===== config.mk =====
export PLATFORM = sky130hd
export DESIGN_NAME = mac_tile_mw
export DESIGN_NICKNAME = d
export VERILOG_FILES = /design/src/rtl/mac_pkg.sv /design/src/rtl/mac_sat.sv /design/src/rtl/mac_tile_mw.sv
export SDC_FILE = /design/constraint.sdc
export NUM_CORES = 1
export LEC_CHECK = 0
export BUFFER_PORTS_ARGS = -buffer_cell sky130_fd_sc_hd__buf_2
export CORE_UTILIZATION = 40
export CTS_BUF_LIST = sky130_fd_sc_hd__clkbuf_4
export DETAILED_ROUTE_END_ITERATION = 6
export PLACE_DENSITY = 0.55
export SLEW_MARGIN = 20
export SYNTH_ARGS = -nofsm -noshare
export SYNTH_HDL_FRONTEND = slang
export SYNTH_SLANG_ARGS = --single-unit

===== constraint.sdc =====
create_clock -name clk -period 10.5 [get_ports clk]
set_input_delay 1.575 -clock clk [delete_from_list [all_inputs] [get_ports clk]]
set_output_delay 1.575 -clock clk [all_outputs]
set_load 0.02 [all_outputs]

===== src/rtl/mac_pkg.sv =====
// ============================================================================
// Module : mac_pkg
// Brief  : Shared instruction-bit indices, fill FSM states and the psum adder.
// Rev    : 1.0  initial multi-weight tile release
// ============================================================================
`default_nettype none

package mac_pkg;

    localparam int INST_LOAD  = 0;
    localparam int INST_EXEC  = 1;
    localparam int INST_DRAIN = 2;
    localparam int INST_W     = 3;

    typedef enum logic [0:0] {
        ST_FILL = 1'b0,
        ST_FULL = 1'b1
    } fill_state_t;

    // Operands arrive sign-extended to 64 bits; the caller truncates to bw,
    // so the unsaturated result wraps modulo 2^bw.
    function automatic logic signed [63:0] sat_add(
        input logic signed [63:0] a,
        input logic signed [63:0] b,
        input int                 bw,
        input logic               sat
    );
        logic signed [64:0] s;
        logic signed [64:0] hi;
        logic signed [64:0] lo;
        s  = 65'(a) + 65'(b);
        hi = (65'sd1 <<< (bw - 1)) - 65'sd1;
        lo = -(65'sd1 <<< (bw - 1));
        if (sat && (s > hi))
            return hi[63:0];
        else if (sat && (s < lo))
            return lo[63:0];
        else
            return s[63:0];
    endfunction

endpackage

`default_nettype wire


===== src/rtl/mac_sat.sv =====
// ============================================================================
// Module : mac_sat
// Brief  : Combinational y = c + a*w with zero-operand gating and optional clamp.
// Rev    : 1.0  initial multi-weight tile release
// ============================================================================
`default_nettype none

module mac_sat
    import mac_pkg::*;
#(
    parameter int BW      = 4,
    parameter int PSUM_BW = 16
) (
    input  logic                      en,
    input  logic                      sat_en,
    input  logic [BW-1:0]             a,
    input  logic signed [BW-1:0]      w,
    input  logic signed [PSUM_BW-1:0] c,
    output logic signed [PSUM_BW-1:0] y,
    output logic                      zero
);

    logic                   w_live;
    logic [BW-1:0]          w_a_g;
    logic signed [BW-1:0]   w_w_g;
    logic signed [2*BW:0]   w_prod;

    assign zero   = (a == '0) || (w == '0);
    assign w_live = en && !zero;

    // Multiplier operands are forced to zero when the product is not needed.
    assign w_a_g  = w_live ? a : '0;
    assign w_w_g  = w_live ? w : '0;
    assign w_prod = $signed({1'b0, w_a_g}) * w_w_g;

    assign y = PSUM_BW'(sat_add(64'(c), 64'(w_prod), PSUM_BW, sat_en));

endmodule

`default_nettype wire


===== src/rtl/mac_tile_mw.sv =====
// ============================================================================
// Module : mac_tile_mw
// Brief  : Systolic PE with NW time-multiplexed weight slots, WS or OS dataflow.
// Rev    : 1.0  initial multi-weight tile release
// ============================================================================
`default_nettype none

module mac_tile_mw
    import mac_pkg::*;
#(
    parameter int BW      = 4,
    parameter int PSUM_BW = 16,
    parameter int NW      = 4,
    parameter int SAT     = 0
) (
    input  logic                      clk,
    input  logic                      reset,
    input  logic                      os_mode,
    input  logic [BW-1:0]             in_w,
    input  logic [INST_W-1:0]         inst_w,
    input  logic signed [PSUM_BW-1:0] in_n,
    output logic [BW-1:0]             out_e,
    output logic [INST_W-1:0]         inst_e,
    output logic signed [PSUM_BW-1:0] out_s,
    output logic                      out_s_vld,
    output logic                      zskip
);

    localparam int              c_pw   = (NW > 1) ? $clog2(NW) : 1;
    localparam logic [c_pw-1:0] c_last = c_pw'(NW - 1);

    fill_state_t               r_state, w_state_nxt;
    logic [c_pw-1:0]           r_wptr, w_wptr_nxt, w_widx, r_rptr;
    logic                      w_we, w_fill_entry, w_fwd_load, r_load_q;
    logic signed [BW-1:0]      r_w [NW];
    logic signed [PSUM_BW-1:0] r_acc, w_addend, w_sum;
    logic                      w_zero;

    logic w_load, w_exec, w_drain;
    assign w_load  = inst_w[INST_LOAD];
    assign w_exec  = inst_w[INST_EXEC];
    assign w_drain = os_mode & inst_w[INST_DRAIN];

    always_ff @(posedge clk) begin
        if (reset) begin
            r_state <= ST_FILL;
            r_wptr  <= '0;
        end else begin
            r_state <= w_state_nxt;
            r_wptr  <= w_wptr_nxt;
        end
    end

    // A fresh load burst arriving while FULL restarts the fill with slot 0.
    always_comb begin
        w_state_nxt  = r_state;
        w_wptr_nxt   = r_wptr;
        w_we         = 1'b0;
        w_widx       = r_wptr;
        w_fill_entry = 1'b0;
        w_fwd_load   = 1'b0;
        case (r_state)
            ST_FILL: begin
                if (w_load) begin
                    w_we = 1'b1;
                    if (r_wptr == c_last) begin
                        w_state_nxt = ST_FULL;
                        w_wptr_nxt  = '0;
                    end else begin
                        w_wptr_nxt  = r_wptr + 1'b1;
                    end
                end
            end
            ST_FULL: begin
                if (w_load && !r_load_q) begin
                    w_we         = 1'b1;
                    w_widx       = '0;
                    w_fill_entry = 1'b1;
                    w_state_nxt  = (c_last == '0) ? ST_FULL : ST_FILL;
                    w_wptr_nxt   = (c_last == '0) ? '0 : c_pw'(1);
                end else begin
                    w_fwd_load   = w_load;
                end
            end
            default: begin
                w_state_nxt = ST_FILL;
                w_wptr_nxt  = '0;
            end
        endcase
    end

    for (genvar g = 0; g < NW; g++) begin : g_slot
        always_ff @(posedge clk) begin
            if (reset)
                r_w[g] <= '0;
            else if (w_we && (w_widx == c_pw'(g)))
                r_w[g] <= in_w;
        end
    end

    assign w_addend = os_mode ? r_acc : in_n;

    mac_sat #(
        .BW      (BW),
        .PSUM_BW (PSUM_BW)
    ) u_mac_sat (
        .en     (w_exec),
        .sat_en (SAT != 0),
        .a      (in_w),
        .w      (r_w[r_rptr]),
        .c      (w_addend),
        .y      (w_sum),
        .zero   (w_zero)
    );

    always_ff @(posedge clk) begin
        if (reset) begin
            out_e     <= '0;
            inst_e    <= '0;
            out_s     <= '0;
            out_s_vld <= 1'b0;
            zskip     <= 1'b0;
            r_acc     <= '0;
            r_rptr    <= '0;
            r_load_q  <= 1'b0;
        end else begin
            if (w_load || w_exec)
                out_e <= in_w;
            inst_e   <= {inst_w[INST_DRAIN], inst_w[INST_EXEC], w_fwd_load};
            r_load_q <= w_load;
            if (w_exec)
                zskip <= w_zero;
            if (w_fill_entry)
                r_rptr <= '0;
            else if (w_exec)
                r_rptr <= (r_rptr == c_last) ? '0 : r_rptr + 1'b1;

            if (!os_mode) begin
                out_s     <= w_exec ? w_sum : in_n;
                out_s_vld <= w_exec;
            end else if (w_drain) begin
                out_s     <= w_sum;
                out_s_vld <= 1'b1;
                r_acc     <= '0;
            end else begin
                out_s     <= in_n;
                out_s_vld <= 1'b0;
                if (w_exec)
                    r_acc <= w_sum;
            end
        end
    end

endmodule

`default_nettype wire


==> flow_summary_export.csv, run 1 <==
group,metric,value,unit
outcome,status,"completed",
grt,grt_pass1_wl,14600,um
power_and_ir_drop,pwr_density_cell,142,nW/um2
clocking,cts_resized,0,
critical_path,worstPathMaxFanout,22,
placed_design,dpl.hpwl,6460,um
grt,grt_max_degree,53,
yosys,ys.flop_type,"dfxtp_1",
floorplan,core-area,9420,um2
critical_path,crit_arrival,6.05,ns
critical_path,crit_type,"primary input to flop",
critical_path,r2r_cells,14,
floorplan,pin_count,51,
critical_path,r2r_setup_slack,5.45,ns
critical_path,critPathRequiredTime,10.80,ns
yosys,post-synth-top-count-cell,"dfxtp_1",
yosys,synth_area,3960,um2
min_path,hold_class,"flop to flop",
yosys,ys_warn_count,0,
grt,grt_pass1_vias,2904,
sta,period_share,54.8,%
sta,hold_violations,0,
yosys,syn-num-nets,481,
min_path,hold_path_depth,2,
min_path,worstHoldStart,"out_e[3]",
yosys,yosys.area.top_type,"dfxtp_1",
yosys,syn_area_per_cell,9.81,um2
sta,slew_headroom,24.8,%
yosys,yosysSeqAreaShare,37.0,%
drt,via_count,3021,
power_and_ir_drop,power_leakage,2.15,nW
yosys,synth_top_area_share,24.8,%
clocking,ctsRootBufferMaster,"clkbuf_4",
drt,ant_nets,0,
drt,firstDrtPassIters,4,
floorplan,dieArea,10300,um2
floorplan,rows,35,
critical_path,start_kind,"primary input",
yosys,syn_inst,403,
clocking,cts_inserted_buffers,9,
final_layout,layout.cells.non_filler,582,
sta,timing.final.ws_setup,4.75,ns
yosys,synthTopCellsByCount,"dfxtp_1, ha_1, nand2_1, a21oi_1, nor2_1",
placed_design,dp_worst_setup_slack,4.35,ns
critical_path,cp-end-kind,"flop",
power_and_ir_drop,vdd_drop_max,0.0000651,V
drt,drt_wl_total,8960,um
clocking,cts.sinks,65,
clocking,clk_latency,0.41,ns
final_layout,layout.nets,526,
placed_design,gp_congestion,0.765,
clocking,postCtsHoldBufs,0,
yosys,synthTopCellsByArea,"dfxtp_1, ha_1, edfxtp_1",
grt,antenna_found_initial,0,
drt,initialDrtViolationCount,111,
grt,grt-ovfl-total,0,
sta,setup_viol,0,
sta,fin_crit,5.75,ns
final_layout,final_layout_size_suffix_gt1_share,21.0,%
placed_design,io_buffer_count,50,
final_layout,synthToLayoutAreaGrowth,13.3,%
grt,grt_usage,18.8,%
yosys,ys_ff_latch,65,
sta,holdWs,0.467,ns
clocking,cts-htree-levels,3,
sta,rsz0062_at_grt,"no",
sta,fmax,174,MHz
sta,setup-tns-final,0,ns
final_layout,diodes,0,
job,maxCapViolations,0,
min_path,whs_endpoint,"out_e[3]",
yosys,ys_async_sr_fraction,0,%
yosys,synth_cell_type_count,49,
clocking,clockBufferDepth,2,
clocking,cts_tree,"done",
final_layout,fillers,919,
clocking,post_cts_buffers,0,
clocking,clk_pin_slew,0.13,ns
drt,via_per_inst,5.19,
sta,finalClockSkew,0.0187,ns
critical_path,r2r_end,"r_acc[13]",
floorplan,fp.dieH,101,um
yosys,synth_edf_count,16,
floorplan,initial_core_util,42.0,%
floorplan,die_width,101,um
placed_design,placed_cells,566,
drt,wl_per_cell,15.4,um
sta,drv_slew,0,
drt,drc,0,
sta,tightest_slew,1.12,ns
per-stage QoR:
stage | power [mW] | instance area [um2] | util (%)
floorplan | 0.398 | 3960 | -
global placement | 0.439 | 4310 | 45.8
detailed placement | 0.441 | 4310 | 45.8
CTS | 0.644 | 4480 | 47.6
global route | 0.674 | 4480 | 47.6
finish | 0.636 | 4480 | 47.6
layout make-up:
type,count,area (um2),share of cell area (%)
Clock buffer,9,67.6,1.51
Clock inverter,7,100,2.23
Inverter,22,82.6,1.84
Multi-Input combinational cell,299,2350,52.4
Sequential cell,65,1460,32.6
Tap cell,129,161,3.60
Timing Repair Buffer,51,258,5.75
how the worst max path moves through the flow:
| stage | from | end | slack, ns | cells past startpoint |
|---|---|---|---|---|
| 2_1_floorplan | os_mode | r_acc[13] | 4.82 | 14 |
| 3_3_place_gp | inst_w[1] | r_acc[13] | 4.41 | 15 |
| 3_5_place_dp | inst_w[1] | out_s[12] | 4.35 | 16 |
| 4_1_cts | inst_w[1] | out_s[12] | 4.79 | 16 |
| 5_1_grt | inst_w[1] | out_s[12] | 4.50 | 17 |
| 6_report | inst_w[1] | r_acc[13] | 4.75 | 15 |
flip-flops by register name (all words and copies together), names as in the netlist, named ones only:
| name | flops |
|---|---|
| out_e | 4 |
| r_load_q | 1 |
| out_s | 16 |
| r_rptr | 2 |
| inst_e | 3 |
| r_wptr | 2 |
| r_w | 16 |
| zskip | 1 |
| r_state | 1 |
| out_s_vld | 1 |
| r_acc | 16 |
cells by family after synthesis:
group / count (synthesis) / share of synthesized area (%)
buffers and inverters: 39 / 3.73
AO/OA/AOI/OAI: 85 / 14.5
XOR/XNOR: 13 / 2.88
AND/OR/NAND/NOR: 128 / 16.3
multiplexers: 21 / 7.15
flip-flops: 65 / 37.0
adder cells (fa/ha/maj): 52 / 18.5
worst max-delay path, cell delays in order:
cell,delay [ns]
buf_2,0.27
inv_1,0.18
nor2_1,0.19
nand2_1,0.17
or2_2,0.32
fa_1,0.51
fa_1,0.52
fa_1,0.54
inv_1,0.07
ha_1,0.31
a211oi_1,0.23
o21ai_1,0.21
o2111a_1,0.30
or3_1,0.39
a32o_1,0.27
layer usage:
layer / wire length [um] / global-route usage, %
met1: 4520 / 27.1
met2: 3920 / 27.7
met3: 423 / 4.14
met4: 98 / 6.13
met5: 0 / 0
power breakdown:
group          total (mW)  internal, mW  switching [mW]
clock network       0.202        0.0987           0.103
logic               0.154        0.0616          0.0927
registers           0.280         0.273         0.00716
cells in the final DEF (no fill, tap or decap), types with 15 or more instances in the layout:
cell type	netlist	layout
a21oi_1	27	27
nand2_1	35	35
buf_2	1	50
inv_1	22	22
mux2_2	15	15
dfxtp_1	49	49
and2_1	16	16
edfxtp_1	16	16
nor2_1	27	27
ha_1	41	41
(Power assumes the default switching activity.)
==> run 2, diff against run 1 <==
Clock period 10.5 ns to 5.72 ns, I/O delays scaled along.
==> flow_summary_export.csv, run 2 (synthesis gave the netlist of run 1 again) <==
group,metric,value,unit
outcome,status,"completed",
final_layout,final_area,4470,um2
placed_design,placed_cells,568,
sta,holdWs,0.462,ns
clocking,clockBufferDepth,2,
sta,hold_violations,0,
critical_path,critPathRequiredTime,6.04,ns
placed_design,dp_worst_setup_slack,0.378,ns
sta,tightest_slew,1.06,ns
clocking,cts_inserted_buffers,9,
final_layout,final_layout_size_suffix_gt1_share,21.3,%
drt,initialDrtViolationCount,136,
min_path,worstHoldStart,"out_e[0]",
critical_path,slowest_stage,"mux4_2",
power_and_ir_drop,power_leakage,2.15,nW
critical_path,r2r_cells,14,
power_and_ir_drop,vdd_drop_max,0.000139,V
power_and_ir_drop,pwr_density_cell,252,nW/um2
drt,wl_per_cell,15.8,um
sta,timing.final.ws_setup,0.685,ns
final_layout,final_core_util,47.5,%
critical_path,worstPathMaxFanout,9,
critical_path,r2r_setup_slack,0.68,ns
critical_path,crit_buf_inv,3,
floorplan,pin_count,51,
critical_path,cpLargestDelayFamily,"adder cells",
min_path,hold_class,"flop to flop",
placed_design,io_buffer_count,50,
sta,drv_slew,0,
floorplan,die_width,101,um
drt,via_count,3065,
sta,period_share,88.0,%
drt,via_per_inst,5.25,
drt,drt_wl_total,9200,um
drt,firstDrtPassIters,6,
sta,setup_viol,0,
floorplan,initial_core_util,42.0,%
clocking,postCtsHoldBufs,0,
placed_design,place_area,4330,um2
sta,finalClockSkew,0.0215,ns
clocking,cts-htree-levels,3,
placed_design,gp_congestion,0.794,
critical_path,start_kind,"flop",
clocking,clk_pin_slew,0.13,ns
job,maxCapViolations,0,
critical_path,slowest_delay,0.59,ns
critical_path,crit_type,"flop to flop",
sta,fin_crit,5.04,ns
min_path,whs_endpoint,"out_e[0]",
grt,grt_pass1_vias,2885,
sta,rsz0062_at_grt,"no",
final_layout,layout.nets,528,
clocking,cts_resized,0,
grt,antenna_found_initial,0,
final_layout,layout.cells.non_filler,584,
sta,setup-tns-final,0,ns
clocking,clk_latency,0.43,ns
final_layout,reg_top3,"out_s (16), r_acc (16), r_w (16)",
floorplan,fp.dieH,101,um
sta,slew_headroom,29.0,%
clocking,post_cts_buffers,0,
critical_path,crit_arrival,5.36,ns
floorplan,core-area,9420,um2
power_and_ir_drop,power,1.13,mW
grt,grt_usage,19.4,%
grt,grt-ovfl-total,0,
drt,drc,0,
grt,grt_pass1_wl,15000,um
floorplan,dieArea,10300,um2
critical_path,r2r_end,"r_acc[13]",
placed_design,dpl.hpwl,6670,um
critical_path,worstPathCellList,"mux4_2 > nand2_1 > inv_1 > fa_1 > inv_1 > fa_1 > fa_1 > inv_1 > ha_1 > a211oi_1 > o21ai_1 > o2111a_1 > or3_1 > a32o_1",
clocking,ctsRootBufferMaster,"clkbuf_4",
final_layout,final_cell_mix,"buf_2, dfxtp_1, ha_1, nand2_1",
clocking,cts_tree,"done",
drt,ant_nets,0,
final_layout,final_common_cell,"buf_2",
floorplan,rows,35,
min_path,hold_path_depth,2,
grt,grt_max_degree,53,
sta,fmax,199,MHz
final_layout,synthToLayoutAreaGrowth,13.1,%
clocking,cts.sinks,65,
final_layout,diodes,0,
critical_path,cp-end-kind,"flop",
-- run 2: changes by cell type in the layout (fill, tap and decap cells not counted), sizes merged --
cell | previous run | this run
inv | 25 | 24
clkinv | 1 | 3
bufinv | 2 | 1
buf | 51 | 53
-- run 2: worst reg2reg max path: cells and delay by family (launching register included) --
kind | cells | cell delay (ns)
fa+ha+maj | 4 | 1.89
simple gates | 2 | 0.57
flops | 1 | 0.50
mux | 1 | 0.59
compound gates | 4 | 1.01
buf+inv | 3 | 0.36
-- run 2: cell type report --
type	instances	area (um2)
fill	961	4940
tap	129	161
sequential	65	1460
timing repair buffer	53	273
inverter	22	82.6
clock inverter	7	77.6
multi-input combinational	299	2350
clock buffer	9	67.6
-- run 2: power breakdown --
group	switching (mW)	internal, mW	total (mW)
Clock	0.191	0.137	0.328
Sequential	0.0132	0.501	0.514
Combinational	0.171	0.114	0.285
Total	0.376	0.751	1.13
-- run 2: worst max-delay path by stage --
| stage | slack (ns) | endpoint | cells after the start |
|---|---|---|---|
| after CTS | 0.62 | out_s[12] | 15 |
| after global routing | 0.40 | out_s[12] | 15 |
| final | 0.68 | r_acc[13] | 14 |
| after floorplan | 0.76 | r_acc[13] | 14 |
| after global placement | 0.47 | r_acc[13] | 16 |
| after detailed placement | 0.38 | r_acc[13] | 16 |
-- run 2: metal layers --
metal  track usage [%]  wire, um  up-vias
met5                 0         0        -
met4              7.80       150        0
met3              2.83       459       12
met2              28.3      3880       66
met1              28.6      4720     1445
li1                  -         -     1542
==> run 3, diff against run 2 <==
Settings changed: PLACE_DENSITY 0.55 to 0.54, SYNTH_HIERARCHICAL set to 1.
==> flow_summary_export.csv, run 3 <==
group,metric,value,unit
outcome,status,"completed",
drt,drc,0,
sta,rsz0062_at_grt,"no",
final_layout,multi_input_area,2860,um2
floorplan,initial_core_util,41.4,%
clocking,cts-htree-levels,3,
sta,fin_crit,5.44,ns
grt,grt_pass1_wl,17700,um
final_layout,fillers,1058,
power_and_ir_drop,power_leakage,2.36,nW
min_path,hold_class,"flop to flop",
final_layout,reg_top3,"out_s (16), r_acc (16), r_w (16)",
final_layout,final_common_cell,"buf_2",
yosys,ys_ff_latch,65,
floorplan,pin_count,51,
floorplan,dieArea,11700,um2
yosys,ys_warn_count,6,
yosys,synth_edf_count,16,
power_and_ir_drop,pwr_density_cell,244,nW/um2
power_and_ir_drop,seq_power_share,41.7,%
drt,ant_nets,0,
drt,initialDrtViolationCount,171,
yosys,yosys.area.top_type,"dfxtp_1",
placed_design,gp_congestion,0.902,
floorplan,core-area,10900,um2
critical_path,crit_arrival,5.71,ns
floorplan,rows,38,
final_layout,final_core_util,46.5,%
critical_path,cp-end-kind,"flop",
clocking,clk_latency,0.41,ns
yosys,yosysSeqAreaShare,32.3,%
grt,antenna_found_initial,0,
power_and_ir_drop,vdd_drop_max,0.000120,V
sta,period_share,95.2,%
critical_path,crit_type,"flop to flop",
yosys,ys_async_sr_fraction,0,%
critical_path,slowest_delay,0.53,ns
drt,wl_per_cell,16.5,um
drt,firstDrtPassIters,4,
clocking,clk_pin_slew,0.11,ns
sta,slew_headroom,29.3,%
critical_path,slowest_stage,"or4_1",
sta,finalClockSkew,0.0179,ns
critical_path,worstPathMaxFanout,10,
yosys,synth_top_area_share,21.7,%
yosys,synthTopCellsByCount,"dfxtp_1, nand2_1, ha_1, a21oi_1, nor2_1",
critical_path,r2r_setup_slack,0.28,ns
power_and_ir_drop,internal_power,803,uW
power_and_ir_drop,pwr-share-clk,24.8,%
final_layout,layout.nets,600,
grt,grt_pass1_vias,3473,
sta,tightest_slew,1.06,ns
drt,via_per_inst,5.35,
placed_design,dpl.hpwl,8260,um
placed_design,io_buffer_count,50,
grt,grt_max_degree,54,
critical_path,worstPathCellList,"mux4_2 > or4_1 > o41ai_1 > nor2_1 > buf_4 > nand3_1 > fa_1 > fa_1 > inv_1 > fa_1 > fa_2 > a21oi_4 > o21ai_1 > a2111o_1 > a21o_1 > nand4_1 > nand3_1 > a22oi_2 > nor2_1",
final_layout,register_area,1470,um2
yosys,syn_area_per_cell,9.76,um2
final_layout,final_layout_size_suffix_gt1_share,28.2,%
yosys,post-synth-top-count-cell,"dfxtp_1",
yosys,ys.flop_type,"dfxtp_1",
floorplan,fp.dieH,108,um
final_layout,diodes,0,
power_and_ir_drop,swShare,35.3,%
yosys,synthTopCellsByArea,"dfxtp_1, ha_1, edfxtp_1",
clocking,cts.sinks,65,
sta,drv_slew,0,
final_layout,synthToLayoutAreaGrowth,12.3,%
sta,fmax,184,MHz
power_and_ir_drop,power,1.24,mW
job,maxCapViolations,0,
power_and_ir_drop,switchingPower,438,uW
clocking,ctsRootBufferMaster,"clkbuf_4",
sta,hold_violations,0,
drt,drt_wl_total,11000,um
yosys,syn_inst,464,
clocking,cts_inserted_buffers,9,
critical_path,start_kind,"flop",
grt,grt_usage,19.8,%
sta,setup-tns-final,0,ns
yosys,synth_cell_type_count,65,
critical_path,critPathMostFrequentCell,"fa_1",
grt,grt-ovfl-total,0,
drt,via_count,3558,
final_layout,final_cell_mix,"buf_2, dfxtp_1, nand2_1, ha_1, nor2_1",
floorplan,die_width,108,um
yosys,synth_area,4530,um2
clocking,clockBufferDepth,2,
power_and_ir_drop,p_comb_share,33.5,%
clocking,postCtsHoldBufs,0,
clocking,cts_tree,"done",
sta,setup_viol,0,
min_path,worstHoldStart,"out_e[3]",
critical_path,critPathRequiredTime,5.98,ns
## run 3: path summary, 6_finish.rpt
kind,end,cells past startpoint
hold / removal,out_e[3],2
hold reg to reg,out_e[3],2
setup reg to reg,r_acc[10],19
setup / recovery,r_acc[10],19
## run 3: kinds of logic after synthesis
family | share of synthesized area, %
AO/OA/AOI/OAI | 19.4
XOR/XNOR | 1.35
adder cells (fa/ha/maj) | 16.9
buffers and inverters | 5.78
flip-flops | 32.3
multiplexers | 7.49
other | 0.0828
AND/OR/NAND/NOR | 16.7
## run 3: cell type report
class / instances / area share [%]
clock inverters: 6 / 1.16
multi-input cells: 354 / 56.3
inverters: 27 / 1.99
well taps: 140 / 3.45
clock buffers: 10 / 1.48
flip-flops and latches: 65 / 28.8
repair buffers: 63 / 6.84
## run 3: metrics by stage
step	area, um2	std cells	setup slack (ns)	hold WS (ns)
3_3_place_gp	4890	648	0.158	0.435
2_1_floorplan	4530	466	0.342	0.472
3_5_place_dp	4890	648	0.0806	0.447
5_1_grt	5080	665	0.0163	0.486
6_report	5080	665	0.276	0.460
4_1_cts	5020	664	0.0520	0.463
## run 3: critical path: cells and delay by family, from the launching register on
kind	cells	cell delay, ns
multiplexers	1	0.51
AO/OA/AOI/OAI	6	1.15
flip-flops	1	0.40
buffers and inverters	2	0.26
AND/OR/NAND/NOR	6	1.08
adder cells (fa/ha/maj)	4	1.91
## run 3: what timing repair did
| action | in CTS | in global routing |
|---|---|---|
| gates resized for setup | 0 | 14 |
| endpoints found under the setup margin | 0 | 15 |
| buffers inserted | 0 | 1 |
| hold endpoints to repair | 0 | 0 |
## run 3: power by group through the flow
stage	registers, mW	clock network (mW)	logic [mW]
after floorplan	0.546	0	0.284
after detailed placement	0.529	0	0.399
after global routing	0.522	0.338	0.463
final	0.518	0.308	0.415
after CTS	0.519	0.317	0.402
after global placement	0.528	0	0.397
## run 3: metal layers
layer	global-route usage (%)	wire length (um)	vias up
li1	-	-	1786
met1	26.2	5250	1701
met2	33.3	5250	60
met3	3.07	337	11
met4	5.60	123	0
met5	0	0	-
